$ cat src/rtl/mant_mul_arbiter_if.sv
// Handshake bundle between the mantissa-multiplier arbiter (slave) and its
// two requesting clients plus the result consumer (master side).
interface mant_mul_arbiter_if #(
  parameter int TAG_W = 3
);
  logic             req0_valid;
  logic             req0_ready;
  logic [23:0]      req0_a;
  logic [23:0]      req0_b;
  logic [TAG_W-1:0] req0_tag;

  logic             req1_valid;
  logic             req1_ready;
  logic [23:0]      req1_a;
  logic [23:0]      req1_b;
  logic [TAG_W-1:0] req1_tag;

  logic             resp_valid;
  logic             resp_ready;
  logic [47:0]      resp_z;
  logic             resp_src;
  logic [TAG_W-1:0] resp_tag;
  logic             resp_sticky;
  logic             busy;

  modport slave (
    input  req0_valid, req0_a, req0_b, req0_tag,
    input  req1_valid, req1_a, req1_b, req1_tag,
    input  resp_ready,
    output req0_ready, req1_ready,
    output resp_valid, resp_z, resp_src, resp_tag, resp_sticky, busy
  );

  modport master (
    output req0_valid, req0_a, req0_b, req0_tag,
    output req1_valid, req1_a, req1_b, req1_tag,
    output resp_ready,
    input  req0_ready, req1_ready,
    input  resp_valid, resp_z, resp_src, resp_tag, resp_sticky, busy
  );
endinterface

$ cat src/rtl/mant_mul_arbiter.sv
// Round-robin arbiter + 2-stage pipeline around the shared 24x24 mantissa multiplier.
// Define MANT_MUL_STICKY_EN to register |z[21:0] alongside the product.

// Combinational 24x24 unsigned product: partial-product array summed by a reduction tree.
module wallace_24x24_product (
  input  logic [23:0] a,
  input  logic [23:0] b,
  output logic [47:0] z
);
  logic [47:0] pp [24];

  generate
    for (genvar gi = 0; gi < 24; gi++) begin : g_pp
      assign pp[gi] = b[gi] ? ({24'd0, a} << gi) : 48'd0;
    end
  endgenerate

  always_comb begin
    z = 48'd0;
    for (int i = 0; i < 24; i++) begin
      z = z + pp[i];
    end
  end
endmodule

module mant_mul_arbiter #(
  parameter int TAG_W = 3
) (
  input  logic              clk,
  input  logic              rst,
  mant_mul_arbiter_if.slave bus
);
  logic             s1_valid_reg;
  logic [23:0]      s1_a_reg;
  logic [23:0]      s1_b_reg;
  logic             s1_src_reg;
  logic [TAG_W-1:0] s1_tag_reg;

  logic             s2_valid_reg;
  logic [47:0]      s2_z_reg;
  logic             s2_src_reg;
  logic [TAG_W-1:0] s2_tag_reg;

  logic             prio_reg;
  logic             s1_en;
  logic             s2_en;
  logic             grant;
  logic             accept;
  logic [47:0]      product;

  wallace_24x24_product u_wallace (
    .a (s1_a_reg),
    .b (s1_b_reg),
    .z (product)
  );

  assign s2_en = !s2_valid_reg | bus.resp_ready;
  assign s1_en = !s1_valid_reg | s2_en;

  // Grant depends only on the request valids and prio, never on any ready.
  always_comb begin
    grant = bus.req1_valid;
    if (bus.req0_valid && bus.req1_valid) begin
      grant = prio_reg;
    end
  end

  assign bus.req0_ready = s1_en & bus.req0_valid & !grant & !rst;
  assign bus.req1_ready = s1_en & bus.req1_valid &  grant & !rst;
  assign accept         = bus.req0_ready | bus.req1_ready;

  always_ff @(posedge clk or posedge rst) begin
    if (rst) begin
      s1_valid_reg <= 1'b0;
      s1_a_reg     <= 24'd0;
      s1_b_reg     <= 24'd0;
      s1_src_reg   <= 1'b0;
      s1_tag_reg   <= '0;
      s2_valid_reg <= 1'b0;
      s2_z_reg     <= 48'd0;
      s2_src_reg   <= 1'b0;
      s2_tag_reg   <= '0;
      prio_reg     <= 1'b0;
    end else begin
      if (s2_en) begin
        s2_valid_reg <= s1_valid_reg;
        if (s1_valid_reg) begin
          s2_z_reg   <= product;
          s2_src_reg <= s1_src_reg;
          s2_tag_reg <= s1_tag_reg;
        end
      end
      if (s1_en) begin
        s1_valid_reg <= accept;
        if (accept) begin
          s1_a_reg   <= grant ? bus.req1_a   : bus.req0_a;
          s1_b_reg   <= grant ? bus.req1_b   : bus.req0_b;
          s1_tag_reg <= grant ? bus.req1_tag : bus.req0_tag;
          s1_src_reg <= grant;
        end
      end
      if (accept) begin
        prio_reg <= ~grant;
      end
    end
  end

`ifdef MANT_MUL_STICKY_EN
  logic s2_sticky_reg;

  always_ff @(posedge clk or posedge rst) begin
    if (rst) begin
      s2_sticky_reg <= 1'b0;
    end else if (s2_en && s1_valid_reg) begin
      s2_sticky_reg <= |product[21:0];
    end
  end

  assign bus.resp_sticky = s2_sticky_reg;
`else
  assign bus.resp_sticky = 1'b0;
`endif

  assign bus.resp_valid = s2_valid_reg;
  assign bus.resp_z     = s2_z_reg;
  assign bus.resp_src   = s2_src_reg;
  assign bus.resp_tag   = s2_tag_reg;
  assign bus.busy       = s1_valid_reg | s2_valid_reg;
endmodule

$ cat src/flat_wrapper.sv
// flat-port wrapper written by rule: the top's interface ports become plain ports
module mant_mul_arbiter_flat 
#(
  parameter int TAG_W = 3
)
  (clk, rst, bus_req0_valid, bus_req0_a, bus_req0_b, bus_req0_tag, bus_req1_valid, bus_req1_a, bus_req1_b, bus_req1_tag, bus_resp_ready, bus_req0_ready, bus_req1_ready, bus_resp_valid, bus_resp_z, bus_resp_src, bus_resp_tag, bus_resp_sticky, bus_busy);
  mant_mul_arbiter_if #(.TAG_W(TAG_W)) bus_i ();
  input  logic clk;
  input  logic rst;
  input wire logic [$bits(bus_i.req0_valid)-1:0] bus_req0_valid;
  input wire logic [$bits(bus_i.req0_a)-1:0] bus_req0_a;
  input wire logic [$bits(bus_i.req0_b)-1:0] bus_req0_b;
  input wire logic [$bits(bus_i.req0_tag)-1:0] bus_req0_tag;
  input wire logic [$bits(bus_i.req1_valid)-1:0] bus_req1_valid;
  input wire logic [$bits(bus_i.req1_a)-1:0] bus_req1_a;
  input wire logic [$bits(bus_i.req1_b)-1:0] bus_req1_b;
  input wire logic [$bits(bus_i.req1_tag)-1:0] bus_req1_tag;
  input wire logic [$bits(bus_i.resp_ready)-1:0] bus_resp_ready;
  output wire logic [$bits(bus_i.req0_ready)-1:0] bus_req0_ready;
  output wire logic [$bits(bus_i.req1_ready)-1:0] bus_req1_ready;
  output wire logic [$bits(bus_i.resp_valid)-1:0] bus_resp_valid;
  output wire logic [$bits(bus_i.resp_z)-1:0] bus_resp_z;
  output wire logic [$bits(bus_i.resp_src)-1:0] bus_resp_src;
  output wire logic [$bits(bus_i.resp_tag)-1:0] bus_resp_tag;
  output wire logic [$bits(bus_i.resp_sticky)-1:0] bus_resp_sticky;
  output wire logic [$bits(bus_i.busy)-1:0] bus_busy;
  assign bus_i.req0_valid = bus_req0_valid;
  assign bus_i.req0_a = bus_req0_a;
  assign bus_i.req0_b = bus_req0_b;
  assign bus_i.req0_tag = bus_req0_tag;
  assign bus_i.req1_valid = bus_req1_valid;
  assign bus_i.req1_a = bus_req1_a;
  assign bus_i.req1_b = bus_req1_b;
  assign bus_i.req1_tag = bus_req1_tag;
  assign bus_i.resp_ready = bus_resp_ready;
  assign bus_req0_ready = bus_i.req0_ready;
  assign bus_req1_ready = bus_i.req1_ready;
  assign bus_resp_valid = bus_i.resp_valid;
  assign bus_resp_z = bus_i.resp_z;
  assign bus_resp_src = bus_i.resp_src;
  assign bus_resp_tag = bus_i.resp_tag;
  assign bus_resp_sticky = bus_i.resp_sticky;
  assign bus_busy = bus_i.busy;
  mant_mul_arbiter #(.TAG_W(TAG_W)) u_core (.clk(clk), .rst(rst), .bus(bus_i));
endmodule
$ cat config.mk
export PLATFORM = sky130hd
export DESIGN_NAME = mant_mul_arbiter_flat
export DESIGN_NICKNAME = d
export VERILOG_FILES = /design/src/rtl/mant_mul_arbiter_if.sv /design/src/rtl/mant_mul_arbiter.sv /design/src/flat_wrapper.sv
export SDC_FILE = /design/constraint.sdc
export NUM_CORES = 2
export LEC_CHECK = 0
export CAP_MARGIN = 0
export CORE_ASPECT_RATIO = 1.25
export CORE_MARGIN = 2
export CORE_UTILIZATION = 28
export CTS_CLUSTER_SIZE = 10
export DETAILED_ROUTE_END_ITERATION = 6
export GPL_TIMING_DRIVEN = 0
export PLACE_DENSITY_LB_ADDON = 0.1
export SLEW_MARGIN = 20
export SYNTH_ARGS = -nofsm -noshare
export SYNTH_HDL_FRONTEND = slang
export SYNTH_SLANG_ARGS = --single-unit
$ cat constraint.sdc
create_clock -name clk -period 8.2 [get_ports clk]
set_input_delay 1.64 -clock clk [delete_from_list [all_inputs] [get_ports clk]]
set_output_delay 1.64 -clock clk [all_outputs]
set_load 0.1 [all_outputs]
# --- Yosys cells after proc, flatten, opt, wreduce, memory -nomap -nowiden ---
# Cells that the tools add are included.
word_totals:
  word_cells: 79
  output_inout_bits: 57
  register_bits: 107
classes:
  muxes: 28
  add_sub_neg: 23
  n_bitwise: 11
  n_reduce_logical: 7
op_table:
  columns: ["op", "count"]
  rows:
  - ["adder 48 bit", 10]
  - ["2-to-1 mux 24 bit", 3]
  - ["adder 48 x 26 -> 48 bit", 1]
  - ["adder 48 x 27 -> 48 bit", 1]
  - ["adder 48 x 28 -> 48 bit", 1]
  - ["adder 48 x 29 -> 48 bit", 1]
  - ["adder 48 x 30 -> 48 bit", 1]
  - ["adder 48 x 31 -> 48 bit", 1]
  - ["adder 48 x 32 -> 48 bit", 1]
  - ["adder 48 x 33 -> 48 bit", 1]
  - ["adder 48 x 34 -> 48 bit", 1]
  - ["adder 48 x 35 -> 48 bit", 1]
  - ["adder 48 x 36 -> 48 bit", 1]
  - ["adder 48 x 47 -> 48 bit", 1]
  - ["2-to-1 mux 47 bit", 1]
  - ["2-to-1 mux 46 bit", 1]
  - ["2-to-1 mux 45 bit", 1]
  - ["2-to-1 mux 44 bit", 1]
  - ["2-to-1 mux 43 bit", 1]
  - ["2-to-1 mux 42 bit", 1]
  - ["2-to-1 mux 41 bit", 1]
  - ["2-to-1 mux 40 bit", 1]
  - ["2-to-1 mux 39 bit", 1]
  - ["2-to-1 mux 38 bit", 1]
  - ["22 further kinds", 34]

# --- Logic depth before layout (Yosys ltp) ---
logic_depth:
  depth_word: 24
  depth_mapped: 35
  mapped_depth_nobuf: 34

# --- Hierarchy ---
# A second synthesis with hierarchy kept.
hier_totals:
  hier_cells: 2416
  area_unflattened_um2: 23297.3
modules_own_cells:
  columns: ["module", "seq_area_each_um2", "n_inst", "cells_per_inst", "area_each_um2"]
  rows:
  - ["wallace_24x24_product", 0.0, 1, 2099, 18572.8]
  - ["mant_mul_arbiter", 2677.6, 1, 317, 4724.5]

# --- Worst setup path after synthesis ---
# Ideal clock, no wire load.
synth_timing:
  path_type: "flip-flop to flip-flop"
  startpoint: "register u_core.s1_b_reg[1]"
  endpoint: "register u_core.s2_z_reg[46], in the netlist u_core.bus.resp_z[46]"
  t_required_ps: 8067
  path_buffers: 1
  slack_ps: 214
  path_stages_with_launch: 32
  arrival_ps: 7853
  cell_sequence: "dfrtp_1 > clkbuf_1 > and2_1 > ha_1 > a21o_1 > a21oi_1 > o21bai_1 > a2111oi_0 > a21oi_1 > a211oi_1 > o21ai_0 > a211oi_1 > nor2_1 > fa_1 > inv_1 > fa_1 > fa_1 > fa_1 > fa_1 > fa_1 > inv_1 > fa_1 > ha_1 > a21o_1 > a21oi_1 > nor2b_1 > a31o_2 > o21ai_1 > a41oi_1 > nor3_1 > a2bb2oi_1 > o31ai_1"
synth_between:
  elab_chain_len: 24
synth_lines:
  columns: ["element", "line_no", "text"]
  rows:
  - ["from (decl)", "mant_mul_arbiter.sv:35", "logic [23:0] s1_b_reg;"]
  - ["from (signal assigned)", "mant_mul_arbiter.sv:97", "s1_b_reg <= grant ? bus.req1_b : bus.req0_b;"]
  - ["2-to-1 mux 25 bit", "mant_mul_arbiter.sv:14", "assign pp[gi] = b[gi] ? ({24'd0, a} << gi) : 48'd0;"]
  - ["adder 24 x 25 -> 26 bit", "mant_mul_arbiter.sv:21", "z = z + pp[i];"]
  - ["adder 48 x 26 -> 48 bit", "mant_mul_arbiter.sv:21", null]
  - ["adder 48 x 27 -> 48 bit", "mant_mul_arbiter.sv:21", null]
  - ["adder 48 x 28 -> 48 bit", "mant_mul_arbiter.sv:21", null]
  - ["adder 48 x 29 -> 48 bit", "mant_mul_arbiter.sv:21", null]
  - ["adder 48 x 30 -> 48 bit", "mant_mul_arbiter.sv:21", null]
  - ["adder 48 x 31 -> 48 bit", "mant_mul_arbiter.sv:21", null]
  - ["adder 48 x 32 -> 48 bit", "mant_mul_arbiter.sv:21", null]
  - ["adder 48 x 33 -> 48 bit", "mant_mul_arbiter.sv:21", null]
  - ["adder 48 x 34 -> 48 bit", "mant_mul_arbiter.sv:21", null]
  - ["adder 48 x 35 -> 48 bit", "mant_mul_arbiter.sv:21", null]
  - ["adder 48 x 36 -> 48 bit", "mant_mul_arbiter.sv:21", null]
  - ["adder 48 bit (10 in a row)", "mant_mul_arbiter.sv:21", null]
  - ["adder 48 x 47 -> 48 bit", "mant_mul_arbiter.sv:21", null]
  - ["to (signal assigned)", "mant_mul_arbiter.sv:88", "s2_z_reg <= product;"]
  - ["to (decl)", "mant_mul_arbiter.sv:40", "logic [47:0] s2_z_reg;"]
# Every way passes these cells.
# A chain may end at the register's enable or synchronous reset.

# --- Worst setup path after layout ---
layout_timing:
  startpoint: "register u_core.s1_b_reg[0]"
  endpoint: "register u_core.s2_z_reg[44], in the netlist u_core.bus.resp_z[44]"
layout_between:
  elab_chain_len: 24
layout_lines:
  columns: ["element", "line_no"]
  rows:
  - ["2-to-1 mux 24 bit", "mant_mul_arbiter.sv:14"]
  - ["adder 24 x 25 -> 26 bit", "mant_mul_arbiter.sv:21"]
  - ["adder 48 x 26 -> 48 bit", "mant_mul_arbiter.sv:21"]
  - ["adder 48 x 27 -> 48 bit", "mant_mul_arbiter.sv:21"]
  - ["adder 48 x 28 -> 48 bit", "mant_mul_arbiter.sv:21"]
  - ["adder 48 x 29 -> 48 bit", "mant_mul_arbiter.sv:21"]
  - ["adder 48 x 30 -> 48 bit", "mant_mul_arbiter.sv:21"]
  - ["adder 48 x 31 -> 48 bit", "mant_mul_arbiter.sv:21"]
  - ["adder 48 x 32 -> 48 bit", "mant_mul_arbiter.sv:21"]
  - ["adder 48 x 33 -> 48 bit", "mant_mul_arbiter.sv:21"]
  - ["adder 48 x 34 -> 48 bit", "mant_mul_arbiter.sv:21"]
  - ["adder 48 x 35 -> 48 bit", "mant_mul_arbiter.sv:21"]
  - ["adder 48 x 36 -> 48 bit", "mant_mul_arbiter.sv:21"]
  - ["adder 48 bit (10 in a row)", "mant_mul_arbiter.sv:21"]
  - ["adder 48 x 47 -> 48 bit", "mant_mul_arbiter.sv:21"]
# Every way passes these cells.

==> results.yml <==
status:
  outcome: "finished with violations"
  failed_checks: "setup timing"
die:
  io_pins: 164
  placeableCoreArea_sq_um: 81400
  fp.dieH_um: 324
  initial_utilization_pct: 28.2
  core.rowCount: 117
  die_w_um: 260
  floorplan.die_area_sq_um: 84400
cells_and_area:
  final-seq-area_sq_um: 2700
  post-route-cell-area_sq_um: 28300
  final-instance-count-excl-fill: 3852
  num-nets-final: 3531
  drive_gt1_share_pct: 12.3
  largest_register_ffs: 48
  synthToLayoutAreaGrowth_pct: 23.2
  fillCellCount: 8591
  multi_input_comb_area_sq_um: 19200
logic_synthesis:
  dominant_combinational_cell_family_by_area_after_synthesis: "adder cells"
  synth_sequential_area_ratio_pct: 11.6
  synth.cell_area_sq_um: 23000
  syn_nets: 3274
  postSynthRegisterBits: 107
  synth_xor_area_share_pct: 2.17
  ys.flop_type: "dfrtp_1"
  synth_edf_count: 0
  syn-mean-instance-area_sq_um: 9.13
  synth_compound_gate_area_share_pct: 7.22
  post_synth_inst_count: 2517
  synthesized_area_fraction_occupied_by_adder_cells_pct: 50.6
  yosysMostFrequentCell: "nand2_1"
  ys_async_sr_fraction_pct: 100
  synth_simple_gate_area_share_pct: 15.6
  post-synth-top-area-fraction_pct: 40.6
  netlist-cell-type-count: 60
  synth_top_cells_by_area: "fa_1 (41%), dfrtp_1 (12%), ha_1 (10%)"
  synth.area.mux_share_pct: 2.91
  synthTopCellsByCount: "nand2_1 (479), fa_1 (466), inv_1 (462)"
  yosysWarnings: 0
  yosysTopAreaCell: "fa_1"
clock_tree:
  worst_skew_pair.late_latency_ps: 390
  h-tree-depth: 3
  number_of_buffers_added_by_the_clock_tree_synthesis_step: 9
  cts_tree: "yes"
  root_buffer: "clkbuf_16"
  post_cts_hold_buffer_count: 0
  max-clock-path-buffers: 2
  cts.sink_count: 107
  clkSlewWorstSetupHoldPaths_ps: 90
placed_design:
  post-place-cells: 3751
  dpl_cell_area_sq_um: 26000
  preCtsSetupSlack_ps: -1820
  hpwl_um: 72900
  io_buffer_count: 162
  gp_routability_congestion: 0.893
hold_path:
  min-delay-path-class: "flip-flop to flip-flop"
timing:
  setup_viol_count_final: 9
  fin_ws_ps: -118
  timing_hold_violations_final: 0
  rsz0062_at_grt: "yes"
  slew_headroom_pct: 27.8
  tmin_final_ps: 8320
  slew_violations: 0
  worst_clock_skew_ps: 17.6
  transition_at_the_pin_with_the_smallest_max_transition_slack_ps: 1080
  worst_hold_slack_ps: 483
  timing.fmax_ghz: 0.120
  final.period_utilization_pct: 101
grt:
  groute.usage.overall_pct: 21.2
  globalRouteOverflowTotal: 0
  number_of_global_route_vias_before_repair: 20200
  maximum_number_of_pins_on_one_net_before_global_route_repair: 56
  grt_antenna_before_repair: 2
  first_pass_grt_wire_length_um: 131000
worst_setup_path:
  cp-start-kind: "flip-flop"
  worst-path-buf-inv: 3
  critical_path_required_ps: 8460
  slowest_delay_ps: 610
  critical_path.most_common_cell: "fa_2"
  critical_path.endpoint_type: "flip-flop"
  critical_path.slowest_cell: "fa_2"
  critPathArrivalTime_ps: 8580
  worstPathMaxFanout: 6
  timing.critical_path.max_delay_family: "adder cells"
  timing_worst_setup_path_type: "flip-flop to flip-flop"
detailed_routing:
  drt_first_iter_violations: 840
  detail_route.vias_per_cell: 4.74
  detail_route.drc_violations: 0
  first_pass_iters: 5
  via_count: 18200
  wire_per_inst_um: 22.9
  totalWireLength_um: 88100
  ant_nets: 0
run:
  drv_cap: 0
cell families (layout without fill, tap and decap cells):
logic type	count (synthesis)	count (layout)
compound gates	272	272
xor+xnor	57	57
fa+ha+maj	650	650
buf+inv	591	853
flops	107	107
mux	65	65
other cells	1	3
simple gates	774	774
path summary, 6_finish.rpt:
check,slack [ps],to,depth (start not counted),startpoint
worst min-delay path,480,u_core.s1_tag_reg[1]$_DFFE_PP0P_,2,u_core.s1_tag_reg[1]$_DFFE_PP0P_
max in group asynchronous,5790,u_core.s1_a_reg[9]$_DFFE_PP0P_,3,rst
worst max-delay path,-120,u_core.bus.resp_z[44]$_DFFE_PP0P_,31,u_core.s1_b_reg[0]$_DFFE_PP0P_
worst max register to register,-120,u_core.bus.resp_z[44]$_DFFE_PP0P_,31,u_core.s1_b_reg[0]$_DFFE_PP0P_
worst min register to register,480,u_core.s1_tag_reg[1]$_DFFE_PP0P_,2,u_core.s1_tag_reg[1]$_DFFE_PP0P_
min in group asynchronous,1700,u_core.bus.resp_z[0]$_DFFE_PP0P_,2,rst
worst register-to-register path, delay by kind of cell (launching register included):
family / cells / cell delay (ps)
adder cells (fa/ha/maj): 9 / 4160
XOR/XNOR: 1 / 230
buffers and inverters: 3 / 230
AO/OA/AOI/OAI: 16 / 2870
flip-flops: 1 / 470
AND/OR/NAND/NOR: 2 / 220
final cells by class:
class	count	share of cell area, %
plain buffers	127	2.40
diodes	2	0.0177
clock inverters	7	0.336
inverters	462	6.14
clock buffers	9	0.795
repair buffers	248	8.26
multi-input cells	1819	67.8
flip-flops and latches	107	9.52
well taps	1071	4.73
per-layer routing:
layer	GRT usage, %	part of all wire, %	wire [um]
met1	25.9	40	35400
met2	38.4	52	46200
met3	2.09	3.6	3170
met4	7.37	3.9	3460
met5	0	0	0
stage by stage:
stage,utilization (%),TNS [ps]
finish,34.8,-534
global route,34.8,-5140
CTS,34.0,-1570
detailed placement,31.9,-31440
global placement,31.9,-31260
floorplan,-,0
layout by cell type (no fill, tap or decap), types with 8 or more instances in the layout:
cell type and instances:
nand2_1 471, inv_1 446, fa_1 435, and2_1 214, clkdlybuf4s50_1 162, ha_1 157
clkbuf_1 99, dfrtp_1 92, o21ai_0 85, buf_4 74, mux2i_1 51, a21oi_1 35
a21o_1 34, fa_2 31, xnor2_1 27, o21ai_1 24, ha_4 22, a21oi_2 17
xor2_1 16, buf_6 16, inv_2 15, dfrtp_2 15, mux2_2 14, nor2_1 14
and2_4 11, clkbuf_16 11, nand3_1 10, xnor2_2 10, o21bai_1 9, nand2b_1 8
timing repair:
| item | in CTS | in global routing |
|---|---|---|
| setup endpoints to repair | 31 | 24 |
| resized for setup | 217 | 119 |
| buffers inserted | 64 | 27 |
| pin swaps | 86 | 84 |
| hold endpoints to repair | 0 | 0 |
| cloned | 0 | 0 |
Power is left out: the tool's default activity adds up to more than one toggle a clock period on the data nets, which glitch-free logic cannot reach.
